[src/rtl/load_store_unit.sv]
// load_store_unit
// ---------------
// Data-memory interface stage that follows the core's control sequencer.
// An access is accepted in EXECUTE. Its byte-lane-masked request is driven
// during BYTE. A load result is extended and registered at the end of
// WAIT_LOADING and flagged with a one-cycle load_valid pulse in the next cycle.
// Misaligned or illegal-width accesses are suppressed and raise a sticky flag.
//
// Ports
//   clk, rst        clock; asynchronous active-low reset
//   state           control sequencer state (EXECUTE=4, BYTE=5, WAIT_LOADING=6)
//   isLtype/isStype decoded load/store class (sampled in EXECUTE)
//   funct3          access width/sign (sampled in EXECUTE)
//   alu_addr        effective byte address (sampled in EXECUTE)
//   rs2_data        store source (sampled in EXECUTE)
//   mem_addr        word-aligned request address
//   mem_wdata       lane-replicated store data
//   mem_wmask       byte write enables, live only in the BYTE cycle
//   mem_rstrb       read strobe, live only in the BYTE cycle
//   mem_rdata       read word, valid during WAIT_LOADING
//   load_data       extended load result
//   load_valid      one-cycle pulse after load_data updates
//   misaligned      sticky fault flag, cleared only by reset
//   fsm_state       debug view of the internal FSM (IDLE=0, ISSUE=1, CAPTURE=2)
//
// Handshake: there is no back-pressure. The unit follows the control
// sequencer cycle by cycle. A request is presented for exactly one cycle
// (BYTE), and the memory always completes it at the closing edge.
module load_store_unit #(
    parameter int ADDR_W = 32
) (
    input  logic              clk,
    input  logic              rst,
    input  logic [3:0]        state,
    input  logic              isLtype,
    input  logic              isStype,
    input  logic [2:0]        funct3,
    input  logic [ADDR_W-1:0] alu_addr,
    input  logic [31:0]       rs2_data,
    output logic [ADDR_W-1:0] mem_addr,
    output logic [31:0]       mem_wdata,
    output logic [3:0]        mem_wmask,
    output logic              mem_rstrb,
    input  logic [31:0]       mem_rdata,
    output logic [31:0]       load_data,
    output logic              load_valid,
    output logic              misaligned,
    output logic [1:0]        fsm_state
);

    localparam logic [3:0] ST_EXECUTE      = 4'd4;
    localparam logic [3:0] ST_BYTE         = 4'd5;
    localparam logic [3:0] ST_WAIT_LOADING = 4'd6;

    typedef enum logic [1:0] {
        IDLE    = 2'd0,
        ISSUE   = 2'd1,
        CAPTURE = 2'd2
    } fsm_t;

    fsm_t              fsm_q, fsm_d;
    logic              op_load_q, op_load_d;
    logic              bad_q, bad_d;
    logic [2:0]        funct3_q, funct3_d;
    logic [1:0]        byte_off_q, byte_off_d;
    logic [ADDR_W-1:0] addr_q, addr_d;
    logic [31:0]       wdata_q, wdata_d;
    logic [3:0]        wmask_q, wmask_d;
    logic              rstrb_q, rstrb_d;
    logic [31:0]       load_data_q, load_data_d;
    logic              load_valid_q, load_valid_d;
    logic              mis_q, mis_d;

    logic        accept;
    logic        misalign_now;
    logic        illegal_now;
    logic [1:0]  off_now;
    logic [3:0]  lane_mask;
    logic [31:0] lane_data;
    logic [31:0] rd_lane;

    always_comb begin
        off_now = alu_addr[1:0];
        accept  = (fsm_q == IDLE) && (state == ST_EXECUTE) && (isLtype || isStype);

        misalign_now = ((funct3[1:0] == 2'b01) && off_now[0]) ||
                       ((funct3[1:0] == 2'b10) && (off_now != 2'b00));
        // A load class wins if both decode flags are ever raised together.
        if (isLtype) begin
            illegal_now = (funct3 == 3'd3) || (funct3 == 3'd6) || (funct3 == 3'd7);
        end else begin
            illegal_now = (funct3 >= 3'd3);
        end

        case (funct3[1:0])
            2'b00: begin
                lane_mask = 4'b0001 << off_now;
                lane_data = {4{rs2_data[7:0]}};
            end
            2'b01: begin
                lane_mask = 4'b0011 << off_now;
                lane_data = {2{rs2_data[15:0]}};
            end
            default: begin
                lane_mask = 4'b1111;
                lane_data = rs2_data;
            end
        endcase

        rd_lane = mem_rdata >> {byte_off_q, 3'b000};

        fsm_d        = fsm_q;
        op_load_d    = op_load_q;
        bad_d        = bad_q;
        funct3_d     = funct3_q;
        byte_off_d   = byte_off_q;
        addr_d       = addr_q;
        wdata_d      = wdata_q;
        wmask_d      = 4'b0000;
        rstrb_d      = 1'b0;
        load_data_d  = load_data_q;
        load_valid_d = 1'b0;
        mis_d        = mis_q;

        case (fsm_q)
            IDLE: begin
                if (accept) begin
                    op_load_d  = isLtype;
                    bad_d      = misalign_now || illegal_now;
                    funct3_d   = funct3;
                    byte_off_d = off_now;
                    addr_d     = {alu_addr[ADDR_W-1:2], 2'b00};
                    if (!isLtype) begin
                        wdata_d = lane_data;
                    end
                    if (misalign_now || illegal_now) begin
                        mis_d = 1'b1;
                    end else if (isLtype) begin
                        rstrb_d = 1'b1;
                    end else begin
                        wmask_d = lane_mask;
                    end
                    fsm_d = ISSUE;
                end
            end
            ISSUE: begin
                // Any state other than BYTE aborts the access.
                fsm_d = (state == ST_BYTE) ? CAPTURE : IDLE;
            end
            CAPTURE: begin
                fsm_d = IDLE;
                if ((state == ST_WAIT_LOADING) && op_load_q && !bad_q) begin
                    case (funct3_q)
                        3'd0:    load_data_d = {{24{rd_lane[7]}}, rd_lane[7:0]};
                        3'd4:    load_data_d = {24'd0, rd_lane[7:0]};
                        3'd1:    load_data_d = {{16{rd_lane[15]}}, rd_lane[15:0]};
                        3'd5:    load_data_d = {16'd0, rd_lane[15:0]};
                        default: load_data_d = rd_lane;
                    endcase
                    load_valid_d = 1'b1;
                end
            end
            default: fsm_d = IDLE;
        endcase
    end

    always_ff @(posedge clk or negedge rst) begin
        if (!rst) begin
            fsm_q        <= IDLE;
            op_load_q    <= 1'b0;
            bad_q        <= 1'b0;
            funct3_q     <= 3'd0;
            byte_off_q   <= 2'd0;
            addr_q       <= '0;
            wdata_q      <= 32'd0;
            wmask_q      <= 4'd0;
            rstrb_q      <= 1'b0;
            load_data_q  <= 32'd0;
            load_valid_q <= 1'b0;
            mis_q        <= 1'b0;
        end else begin
            fsm_q        <= fsm_d;
            op_load_q    <= op_load_d;
            bad_q        <= bad_d;
            funct3_q     <= funct3_d;
            byte_off_q   <= byte_off_d;
            addr_q       <= addr_d;
            wdata_q      <= wdata_d;
            wmask_q      <= wmask_d;
            rstrb_q      <= rstrb_d;
            load_data_q  <= load_data_d;
            load_valid_q <= load_valid_d;
            mis_q        <= mis_d;
        end
    end

    // The strobes are also gated by the live state. If control leaves BYTE
    // early, the request is dropped in that same cycle.
    always_comb begin
        mem_wmask = ((fsm_q == ISSUE) && (state == ST_BYTE)) ? wmask_q : 4'b0000;
        mem_rstrb = (fsm_q == ISSUE) && (state == ST_BYTE) && rstrb_q;
    end

    assign mem_addr   = addr_q;
    assign mem_wdata  = wdata_q;
    assign load_data  = load_data_q;
    assign load_valid = load_valid_q;
    assign misaligned = mis_q;
    assign fsm_state  = fsm_q;

endmodule
[config.mk]
export PLATFORM = sky130hd
export DESIGN_NAME = load_store_unit
export DESIGN_NICKNAME = d
export VERILOG_FILES = /design/src/rtl/load_store_unit.sv
export SDC_FILE = /design/constraint.sdc
export NUM_CORES = 1
export LEC_CHECK = 0
export CORE_MARGIN = 3
export CORE_UTILIZATION = 48
export CTS_BUF_LIST = sky130_fd_sc_hd__clkbuf_8
export CTS_CLUSTER_DIAMETER = 150
export DETAILED_ROUTE_END_ITERATION = 8
export GPL_TIMING_DRIVEN = 0
export PLACE_DENSITY = 0.89
export SYNTH_ARGS = -nofsm -noshare
export SYNTH_HDL_FRONTEND = slang
export SYNTH_SLANG_ARGS = --single-unit
[constraint.sdc]
create_clock -name clk -period 4.29 [get_ports clk]
set_clock_uncertainty 0.05 [all_clocks]
set_input_delay 0.6435 -clock clk [delete_from_list [all_inputs] [get_ports clk]]
set_output_delay 0.6435 -clock clk [all_outputs]
set_load 0.05 [all_outputs]
==> summary by stage <==
Pwr
For this design the ratio of total power to cell area is about 430 mW/mm^2. The power after layout is 3.23 mW. IR analysis of the VDD net gives a maximum drop of around 330 uV. The total leakage power is around 3.2 nW.

Synth
In the synthesized netlist the async set-or-reset flop fraction comes to 100%. The synthesized design contains 0 enable-type register cells. For this run, the register share of the synthesized area comes to 54.8%. In the post-synthesis netlist, the biggest area contributors are dfrtp_1 (55%), mux2_2 (11%), mux2i_1 (8.0%). The proportion of netlist area held by the largest area contributor is a little over half.

The synthesized design contains 110 register bits. The post-synthesis instance area is 0.00502 sq mm. The synthesized netlist cell count is 435. The cell taking the most area after synthesis is dfrtp_1. The average cell area after synthesis is 11.5 sq um.

After synthesis, the netlist uses 33 different library cells. The most used flip-flop cell after synthesis is dfrtp_1. Yosys printed 0 warnings.

STA
The setup TNS after final layout is 0 ns. After layout, the worst path uses 85.8% of the clock period. Timing would allow up to 0.272 GHz. The count of pins over their slew limit is 0. The setup-violating endpoint count in the final report is 0. The final hold violation count is 0. Setup repair after global routing left no endpoint under its margin. The routed design could run at a clock period as short as 3.68 ns. In this run the tightest slew margin relative to its limit is 36.7%. The transition time at the pin with the least slew margin is 0.946 ns.

Worst hold path
The min-delay analysis places its worst path in the category input pin to asynchronous set/reset pin.

Critical path
Of all nets on the critical path, the largest fanout is 6. The longest individual stage delay on the worst path is 0.83 ns. The type of the setup path with the least slack is input pin to primary output. STA puts the critical path data required time at 3.60 ns. The worst setup path is captured at a primary output.

The arrival time at the worst endpoint is 2.99 ns. The kind of launch point of the worst setup path is an input pin. The most prevalent standard cell on the critical path is clkdlybuf4s50_1. The library cell contributing the largest single delay on the critical path is clkdlybuf4s50_1. Traced cell by cell, the critical path runs through clkdlybuf4s50_1, or4b_1, nor2_1, and2_1, clkdlybuf4s50_1.

Drt
The iteration-0 DRC count of the detailed router is 220. The average detailed-routed wire length per instance is approximately 19 um. The routed via count is 4,330. The remaining antenna violation count after routing is 0. In the routed layout, each cell is associated on average with a via count of approximately 5.5.

The number of search-and-repair iterations in the first detailed-routing pass is 5. The detailed router put a total of 5800 um of wire on met1. In the routed design, unresolved DRC markers number 0.

The uppermost layer routed is met4. Summed over all nets, wire length on met3 after detailed routing comes to 1380 um. In the detailed route, the total length drawn on met2 is 7520 um. The final layout contains routed wiring with a total length of 15,000 um.

Floorplan
In this run the core area contains 36 standard-cell rows. For this configuration, the core starts out at a cell density of 50.4%. The chip height is 108 um. The die outline width is around 110 um. The core footprint is 0.00995 sq mm. In this run the count of I/O pins placed on the die edge is 212. The die footprint is between 0.01 and 0.015 sq mm.

Layout
The fraction of the core area covered by cells at the end of the flow is 75.3%. The antenna diode count is 0. In the final design database the tool counted 763 nets. Compared with the post-synthesis result, the final layout area differs by 49.4%.

The share of final-layout standard cells stronger than drive strength 1 is 12.3%.

Clock network
In this run the number of H-tree levels came out at 3. The number of sinks on the clock net is 110. After clock tree synthesis, the repair step resized 0 gates. Clock latency on the worst-skew pair, taken at its later pin, is roughly 0.36 ns. Once the clock tree was built, the setup fixing pass inserted 0 buffers. The number of buffers on the longest clock path is 2.

Clock tree synthesis selected as its root buffer the cell clkbuf_8. The register clock-pin slew on the reported worst setup and hold paths is 0.10 ns. The number of buffers created by CTS is 9.

The total of hold buffers inserted after clock tree synthesis is 0. TritonCTS built the clock tree.

Global route
The number of global-route vias before repair is 4,464. The number of antenna violations at the first check in global routing is 0. Global routing finished with a remaining overflow of 0. The maximum number of pins on one net before global-route repair is 69. For this run, the total global-route usage over all layers was measured as 26.0%. The first-pass GRT wire length is 23,500 um.

Placed design
Once detailed placement completed, the half-perimeter wirelength came to 11,400 um. The placer's final routability congestion estimate is 0.894. The total of buffers placed on input and output ports is 208.

Outcome
The run finished with clean final reports.

Flow run
Across the run, the number of max-cap violations was 0.
-- power breakdown --
part	switching (mW)	internal [mW]
clock	0.342	0.321
sequential	0.0822	1.18
combinational	0.807	0.497
total	1.23	2.00
-- worst max-delay path: cells and delay by family --
family | cells | cell delay, ns
buffers and inverters | 2 | 1.25
AND/OR/NAND/NOR | 3 | 1.09
-- layout make-up --
class / instances / area [sq um]
multi-input combinational: 292 / 2110
tap: 133 / 166
timing repair buffer: 209 / 2110
clock inverter: 6 / 80.1
sequential: 110 / 2750
buffer: 32 / 150
fill: 713 / 2450
clock buffer: 9 / 124
inverter: 2 / 7.51
-- final timing paths --
path | cells after the start | startpoint | slack, ns | endpoint
hold reg to reg | 1 | misaligned | 0.43 | misaligned
max in group asynchronous | 2 | rst | 3.24 | mem_addr[11]
hold / removal | 1 | rst | 0.23 | mem_wdata[29]
setup reg to reg | 6 | byte_off_q[1] | 1.73 | load_data[29]
min in group clk | 1 | misaligned | 0.43 | misaligned
setup / recovery | 5 | state[1] | 0.61 | mem_wmask[3]
-- metrics by stage --
step | worst slack, ns | std cells | instance area (sq um) | hold WS, ns
after floorplan | 1.74 | 436 | 5020 | 0.298
after global placement | -1.56 | 777 | 7270 | 0.401
after detailed placement | 0.617 | 778 | 7300 | 0.405
after CTS | 0.598 | 793 | 7500 | 0.235
after global routing | 0.465 | 793 | 7500 | 0.242
final | 0.610 | 793 | 7500 | 0.230
-- cell usage after synthesis, types with 3 or more instances --
cell and instances:
dfrtp_1 110, mux2_2 51, mux2i_1 40, nand2_1 36, nor2_1 35, a21oi_1 27, o21ai_0 24, clkbuf_1 18
o22a_1 16, and2_1 13, nor2b_1 9, a211oi_1 7, o2bb2ai_1 7, buf_2 6, nand2b_1 5, o21a_1 5
buf_1 4, nor3_1 3
-- placed cells by master (no fill, tap or decap), types with 2 or more instances in the layout --
cell type / count
clkdlybuf4s50_1: 207
dfrtp_1: 110
mux2_2: 51
mux2i_1: 40
nand2_1: 36
nor2_1: 35
a21oi_1: 27
o21ai_0: 24
clkbuf_1: 18
o22a_1: 16
and2_1: 13
nor2b_1: 9
clkbuf_8: 9
a211oi_1: 7
o2bb2ai_1: 7
buf_2: 6
nand2b_1: 5
o21a_1: 5
buf_1: 4
inv_1: 4
nor3_1: 3
buf_4: 3
or2_2: 2
buf_6: 2
conb_1: 2
bufinv_16: 2
-- per-layer routing --
metal / GRT usage (%) / up-vias
met2: 43.1 / 212
met3: 7.88 / 24
met1: 32.6 / 2126
met4: 8.57 / 0
li1: - / 1968
met5: 0 / -
-- cell families after synthesis --
family | Yosys count | synth area share (%)
other | 1 | 0.0747
AND/OR/NAND/NOR | 108 | 10.0
buffers and inverters | 34 | 3.14
flip-flops | 110 | 54.8
AO/OA/AOI/OAI | 90 | 12.0
multiplexers | 92 | 19.9
-- flip-flops by register name, indices dropped and copies added, names as in the netlist --
signal and flops:
bad_q 1, byte_off_q 2, fsm_state 2, funct3_q 3, load_data 32, load_valid 1
mem_addr 30, mem_wdata 32, misaligned 1, op_load_q 1, rstrb_q 1, wmask_q 4
No activity file was read; power rests on OpenSTA's default activity.
